## src/rtl/ram_based_shift_reg.sv

```systemverilog
// Fixed-length delay line built on an inferred RAM circular buffer.
// Each sample written into the buffer appears on registered Q exactly WDEPTH clocks later.
module ram_based_shift_reg #(
  parameter int DSIZE  = 6,
  parameter int WDEPTH = 10
) (
  input  logic             clk,
  input  logic             Reset,
  input  logic [DSIZE-1:0] Din,
  output logic [DSIZE-1:0] Q
);

  localparam int ASIZE = $clog2(WDEPTH);
  localparam int FSIZE = $clog2(WDEPTH + 1);
  localparam logic [ASIZE-1:0] PTR_LAST  = ASIZE'(WDEPTH - 1);
  localparam logic [FSIZE-1:0] FILL_FULL = FSIZE'(WDEPTH);

  logic [DSIZE-1:0] mem [WDEPTH];
  logic [ASIZE-1:0] ptr;
  logic [FSIZE-1:0] fill;

  // NOTE: the array has no reset so it maps onto block/distributed RAM; stale
  // words are hidden by the fill counter instead of being cleared.
  always_ff @(posedge clk) begin
    if (!Reset) begin
      mem[ptr] <= Din;
    end
  end

  always_ff @(posedge clk) begin
    if (Reset) begin
      ptr  <= '0;
      fill <= '0;
      Q    <= '0;
    end else begin
      // NOTE: non-blocking assignment means this read sees the word from before
      // this edge's write, which gives the required read-before-write behaviour.
      Q    <= (fill == FILL_FULL) ? mem[ptr] : '0;
      ptr  <= (ptr == PTR_LAST) ? '0 : ptr + ASIZE'(1);
      if (fill != FILL_FULL) begin
        fill <= fill + FSIZE'(1);
      end
    end
  end

endmodule

```

## config.mk

```make
export PLATFORM = sky130hd
export DESIGN_NAME = ram_based_shift_reg
export DESIGN_NICKNAME = d
export VERILOG_FILES = /design/src/rtl/ram_based_shift_reg.sv
export SDC_FILE = /design/constraint.sdc
export NUM_CORES = 1
export LEC_CHECK = 0
export ABC_CLOCK_PERIOD_IN_PS = 4200
export BUFFER_PORTS_ARGS = -buffer_cell sky130_fd_sc_hd__buf_2
export CORE_UTILIZATION = 30
export CTS_CLUSTER_DIAMETER = 50
export DETAILED_ROUTE_END_ITERATION = 16
export GPL_ROUTABILITY_DRIVEN = 0
export MAX_ROUTING_LAYER = met4
export SYNTH_ARGS = -nofsm -noshare
export SYNTH_HDL_FRONTEND = slang
export SYNTH_SLANG_ARGS = --single-unit
```

## constraint.sdc

```tcl
create_clock -name clk -period 4.2 [get_ports clk]
set_input_delay 0.63 -clock clk [delete_from_list [all_inputs] [get_ports clk]]
set_output_delay 0.63 -clock clk [all_outputs]
set_load 0.01 [all_outputs]
```

==> results.toml, run 1 <==
[outcome]
status = "completed"

[clocking]
cts_setup_buffers = 0
cts.path.max_buffers = 2
ctsResizeCount = 0
clk_latency_ns = 0.35
cts_sinks = 74
cts_root_buffer = "clkbuf_8"
cts_buffers = 9
clk_pin_slew_ns = 0.07
cts_tree = "done"
hold_buffers = 0
htree_levels = 3

[die]
core_area_sq_um = 9420
pin_count = 14
initial_utilization_pct = 31.5
die_x_um = 102
die_h_um = 102
fp-row-count = 35
die_area_sq_um = 10300

[synthesis]
synth_area_sq_um = 2970
synth_cell_type_count = 30
ys_ff_latch = 74
yosysTopAreaCell = "edfxtp_1"
synth-warning-count = 0
synthTopCellsByArea = "edfxtp_1 (61%), dfxtp_1 (9.4%), mux2_2 (6.8%)"
synth_top_area_share_pct = 60.7
synth_area_per_cell_sq_um = 16.1
ys_seq_area_share_pct = 70.1
synthCells = 185
syn_nets = 199

[setup_path]
path_cells = "ha_1 > nand2b_1 > nor2_1"
cp_max_fo = 20
required_ns = 4.18
cp_data_arrival_time_ns = 2.25
slowest_stage = "dfxtp_1"
cp_top_family = "flip-flops"
critical_path_class = "register to register"
startpoint_type = "register"
path_buf_inv = 0
slowest_delay_ns = 0.98
crit_path_end_kind = "register"

[place]
place_ws_ns = 1.99
portBuffers = 13
dp_hpwl_um = 3620

[power_and_ir_drop]
power.switching_mw = 0.336
comb_power_share_pct = 5.8
sw_frac_of_total_pct = 23.0
p_clk_share_pct = 37.2
power_density_nw_per_um2 = 437
seq_power_share_pct = 57.0
ir_drop_mv = 0.125
p_int_mw = 1.12
finalPower_mw = 1.46
power_leakage_nw = 1.10

[cells_and_area]
synthToLayoutAreaGrowth_pct = 12.3
drive_gt1_share_pct = 27.1
nets = 216
insertedDiodeCount = 0

[sta]
tns_ns = 0
period_share_pct = 54.0
relSlewSlack_pct = 32.9
worst_pin_slew_ns = 1.00
hold_viol = 0
max_freq_mhz = 441
rsz0062_at_grt = "no"
setup-violations-final = 0
setup_ws_ns = 1.93
finClkSkew_ns = 0.00950
holdWs_ns = 0.501
slew_viol_final = 0
finalCriticalPeriod_ns = 2.27

[detailed_routing]
drc = 0
dr.pass1.iters = 4
drt_iter0_markers = 108
vias = 1524
totalWireLength_um = 5550
wl_per_cell_um = 16.5
vias_per_cell = 4.54
ant_nets = 0

[grt]
grt_pass1_wl_um = 8640
track_usage_pct = 12.7
grt_overflow = 0
antenna_found_initial = 0
grt_pass1_vias = 1487
grt_max_degree = 24

[hold_path]
min_path_type = "register to register"

[run]
maxCapViolCount = 0
-- per-stage QoR --
stage          util [%]  cell area, sq um  instances
4_1_cts            35.4              3340        336
6_report           35.4              3340        336
2_1_floorplan         -              2970        185
3_3_place_gp       33.4              3140        320
5_1_grt            35.4              3340        336
3_5_place_dp       33.4              3140        320
-- power by group through the flow --
stage	sequential [mW]	combinational [mW]	clock, mW
floorplan	0.833	0.0723	0
global placement	0.847	0.0845	0
detailed placement	0.847	0.0851	0
CTS	0.831	0.0856	0.553
global route	0.834	0.0940	0.586
finish	0.831	0.0843	0.543
-- path summary, 6_finish.rpt --
kind,start,endpoint,slack [ns],cells after the start
setup / recovery,ptr[0]$_SDFF_PP0_,mem[3][1]$_DFFE_PP_,1.93,3
setup reg to reg,ptr[0]$_SDFF_PP0_,mem[3][1]$_DFFE_PP_,1.93,3
hold reg to reg,fill[2]$_SDFFE_PP0P_,fill[2]$_SDFFE_PP0P_,0.50,2
hold / removal,fill[2]$_SDFFE_PP0P_,fill[2]$_SDFFE_PP0P_,0.50,2
-- cell families after synthesis --
family                     share of synthesized area, %
AOI/OAI and AO/OA                                  4.21
muxes                                              11.4
buffers and inverters                              2.23
DFF                                                70.1
adders and majority gates                          2.53
xor gates and xnor gates                          0.590
and+or+nand+nor                                    8.97
-- area by class of cell --
class / count / area, sq um
Clock inverter: 7 / 70.1
Clock buffer: 9 / 124
Fill cell: 901 / 6080
Timing Repair Buffer: 13 / 65.1
Inverter: 3 / 11.3
Sequential cell: 74 / 2080
Tap cell: 129 / 161
Multi-Input combinational cell: 101 / 822
-- cell usage after synthesis --
master and count:
a41oi_2 1, mux4_2 6, and2_1 2, clkbuf_1 2, buf_2 2, nand2_1 13, xnor2_1 1, a31oi_1 5
o21ai_1 1, nand2b_1 10, mux2_2 18, buf_6 2, nor3b_2 1, xor2_1 1, inv_1 3, edfxtp_1 60
nand3_1 3, a22oi_1 5, dfxtp_1 14, nor2b_1 1, a211oi_1 1, buf_8 1, ha_1 6, and3b_4 1
nand3b_1 3, or2_1 2, and3b_1 1, a21oi_1 4, a21boi_1 1, nor2_1 14
-- cell usage in the layout (no fill, tap or decap), types with 3 or more instances in the layout --
cell	instances
inv_1	3
nand2b_1	10
a31oi_1	5
buf_2	13
clkbuf_8	9
nand3b_1	3
dfxtp_1	14
nand2_1	13
clkinv_2	3
mux2_2	18
edfxtp_1	60
mux4_2	6
ha_1	6
a21oi_1	4
a22oi_1	5
nand3_1	3
nor2_1	14
-- worst reg2reg max path: stages (launching register included) --
cell and delay (ns):
dfxtp_1 0.98, ha_1 0.33, nand2b_1 0.08, nor2_1 0.51
-- state kept, by name, summed over array words and instances (netlist names) --
name  cells
Q         6
mem      60
ptr       4
fill      4
-- per-layer routing --
layer | track usage (%) | vias to the layer above | wire, um
met5 | - | - | 0
met3 | 4.00 | 12 | 246
met1 | 16.5 | 747 | 2700
met4 | 6.80 | 0 | 125
li1 | - | 731 | -
met2 | 17.6 | 34 | 2480
No activity file was read; power rests on OpenSTA's default activity.
==> run 2: changes to the inputs <==
Settings changed: ABC_CLOCK_PERIOD_IN_PS 4200 to 2400.
Clock period 4.2 ns to 2.4 ns, I/O delays scaled along.
==> run 2 against run 1 <==
Against the previous run:
- sequential cell count stayed put
- global-route usage down 0.11 points
- sequential power grew 73%
- via count increased by 3.3%
- largest power group unchanged
- wire length up 0.34%
- clock power up 77%
- critical path type unchanged
- clock skew shrank 0.0027 ns
- combinational power increased by 99%
==> results.toml, run 2 (same netlist as run 1, synthesis figures left out) <==
[grt]
track_usage_pct = 12.6
grt_max_degree = 17
grt_pass1_wl_um = 8760
antenna_found_initial = 0
grt_overflow = 0
grt_pass1_vias = 1561

[clocking]
cts_root_buffer = "clkbuf_8"
cts_tree = "done"
clk_latency_ns = 0.35
cts_setup_buffers = 0
ctsResizeCount = 0
hold_buffers = 0
htree_levels = 3
clk_pin_slew_ns = 0.07
cts_sinks = 74
cts.path.max_buffers = 2
cts_buffers = 9

[die]
fp-row-count = 35
die_x_um = 102
pin_count = 14
die_area_sq_um = 10300
initial_utilization_pct = 31.5
die_h_um = 102
core_area_sq_um = 9420

[cells_and_area]
final_common_cell = "edfxtp_1"
ff_latch_area_sq_um = 2080
fillers = 907
reg_top3 = "mem: 60 flops, Q: 6 flops"
synthToLayoutAreaGrowth_pct = 13.7
largest_reg_flops = 60
drive_gt1_share_pct = 27.8
nets = 221
top_register = "mem"
final_cell_mix = "edfxtp_1 (60), mux2_2 (18), dfxtp_1 (14), nor2_1 (14)"
multi_input_area_sq_um = 822
insertedDiodeCount = 0

[run]
maxCapViolCount = 0

[power_and_ir_drop]
power_leakage_nw = 1.13
power_density_nw_per_um2 = 762
p_clk_share_pct = 37.4
finalPower_mw = 2.58
p_int_mw = 2.03
comb_power_share_pct = 6.5
power.switching_mw = 0.548
ir_drop_mv = 0.354
sw_frac_of_total_pct = 21.3
seq_power_share_pct = 56.1

[sta]
tns_ns = 0
max_freq_mhz = 539
hold_viol = 0
period_share_pct = 77.2
finalCriticalPeriod_ns = 1.85
setup-violations-final = 0
setup_ws_ns = 0.546
relSlewSlack_pct = 60.5
worst_pin_slew_ns = 0.591
finClkSkew_ns = 0.00677
rsz0062_at_grt = "no"
slew_viol_final = 0

[setup_path]
critical_path_class = "register to register"
ff2ff_path_depth = 3
path_buf_inv = 0
cp_max_fo = 10
crit_path_end_kind = "register"
path_cells = "ha_1 > nand2b_1 > nor2_1"
cp.depth = 3
startpoint_type = "register"
required_ns = 2.39
slowest_delay_ns = 0.65
slowest_stage = "dfxtp_1"
cp_top_family = "flip-flops"
cp_data_arrival_time_ns = 1.84

[detailed_routing]
dr.pass1.iters = 4
vias = 1575
drt_iter0_markers = 79
ant_nets = 0
totalWireLength_um = 5570
drc = 0
wl_per_cell_um = 16.3
vias_per_cell = 4.62

[hold_path]
holdPathStages = 2
min_path_type = "input port to register"

[place]
place_ws_ns = 0.524
portBuffers = 13
dp_hpwl_um = 3740

[outcome]
status = "completed"
-- run 2: cell types whose count changed in the layout (fill, tap and decap cells not counted), sizes merged --
cell | before | now
buf | 13 | 18
clkbuf | 9 | 13
clkinv | 5 | 2
clkinvlp | 1 | 0
-- run 2: path summary, 6_finish.rpt --
path                   startpoint  slack (ns)                    to
min                         Reset        0.31  fill[2]$_SDFFE_PP0P_
max reg2reg     ptr[0]$_SDFF_PP0_        0.55   mem[9][1]$_DFFE_PP_
min reg2reg  fill[2]$_SDFFE_PP0P_        0.51  fill[2]$_SDFFE_PP0P_
max             ptr[0]$_SDFF_PP0_        0.55   mem[9][1]$_DFFE_PP_
-- run 2: metrics by stage --
stage | hold WS [ns] | std cells | cell area (sq um) | utilization [%]
floorplan | 0.459 | 185 | 2970 | -
global placement | 0.484 | 325 | 3180 | 33.8
detailed placement | 0.501 | 325 | 3180 | 33.8
CTS | 0.311 | 341 | 3380 | 35.9
global route | 0.319 | 341 | 3380 | 35.9
finish | 0.312 | 341 | 3380 | 35.9
-- run 2: layer usage --
metal | track usage (%) | wire length [um]
met1 | 16.4 | 2650
met3 | 4.35 | 227
met5 | - | 0
met2 | 17.8 | 2610
met4 | 5.35 | 78
-- run 2: cell type report --
class	count	area share (%)
sequential	74	61.6
tap	129	4.78
inverter	3	0.333
clock buffer	13	4.70
multi-input combinational	101	24.3
timing repair buffer	18	3.04
clock inverter	3	1.19
-- run 2: power groups by stage --
stage | clock, mW | sequential, mW | combinational [mW]
after floorplan | 0 | 1.46 | 0.126
after global placement | 0 | 1.47 | 0.167
after detailed placement | 0 | 1.47 | 0.169
after CTS | 0.991 | 1.44 | 0.170
after global routing | 1.04 | 1.45 | 0.185
final | 0.963 | 1.44 | 0.168
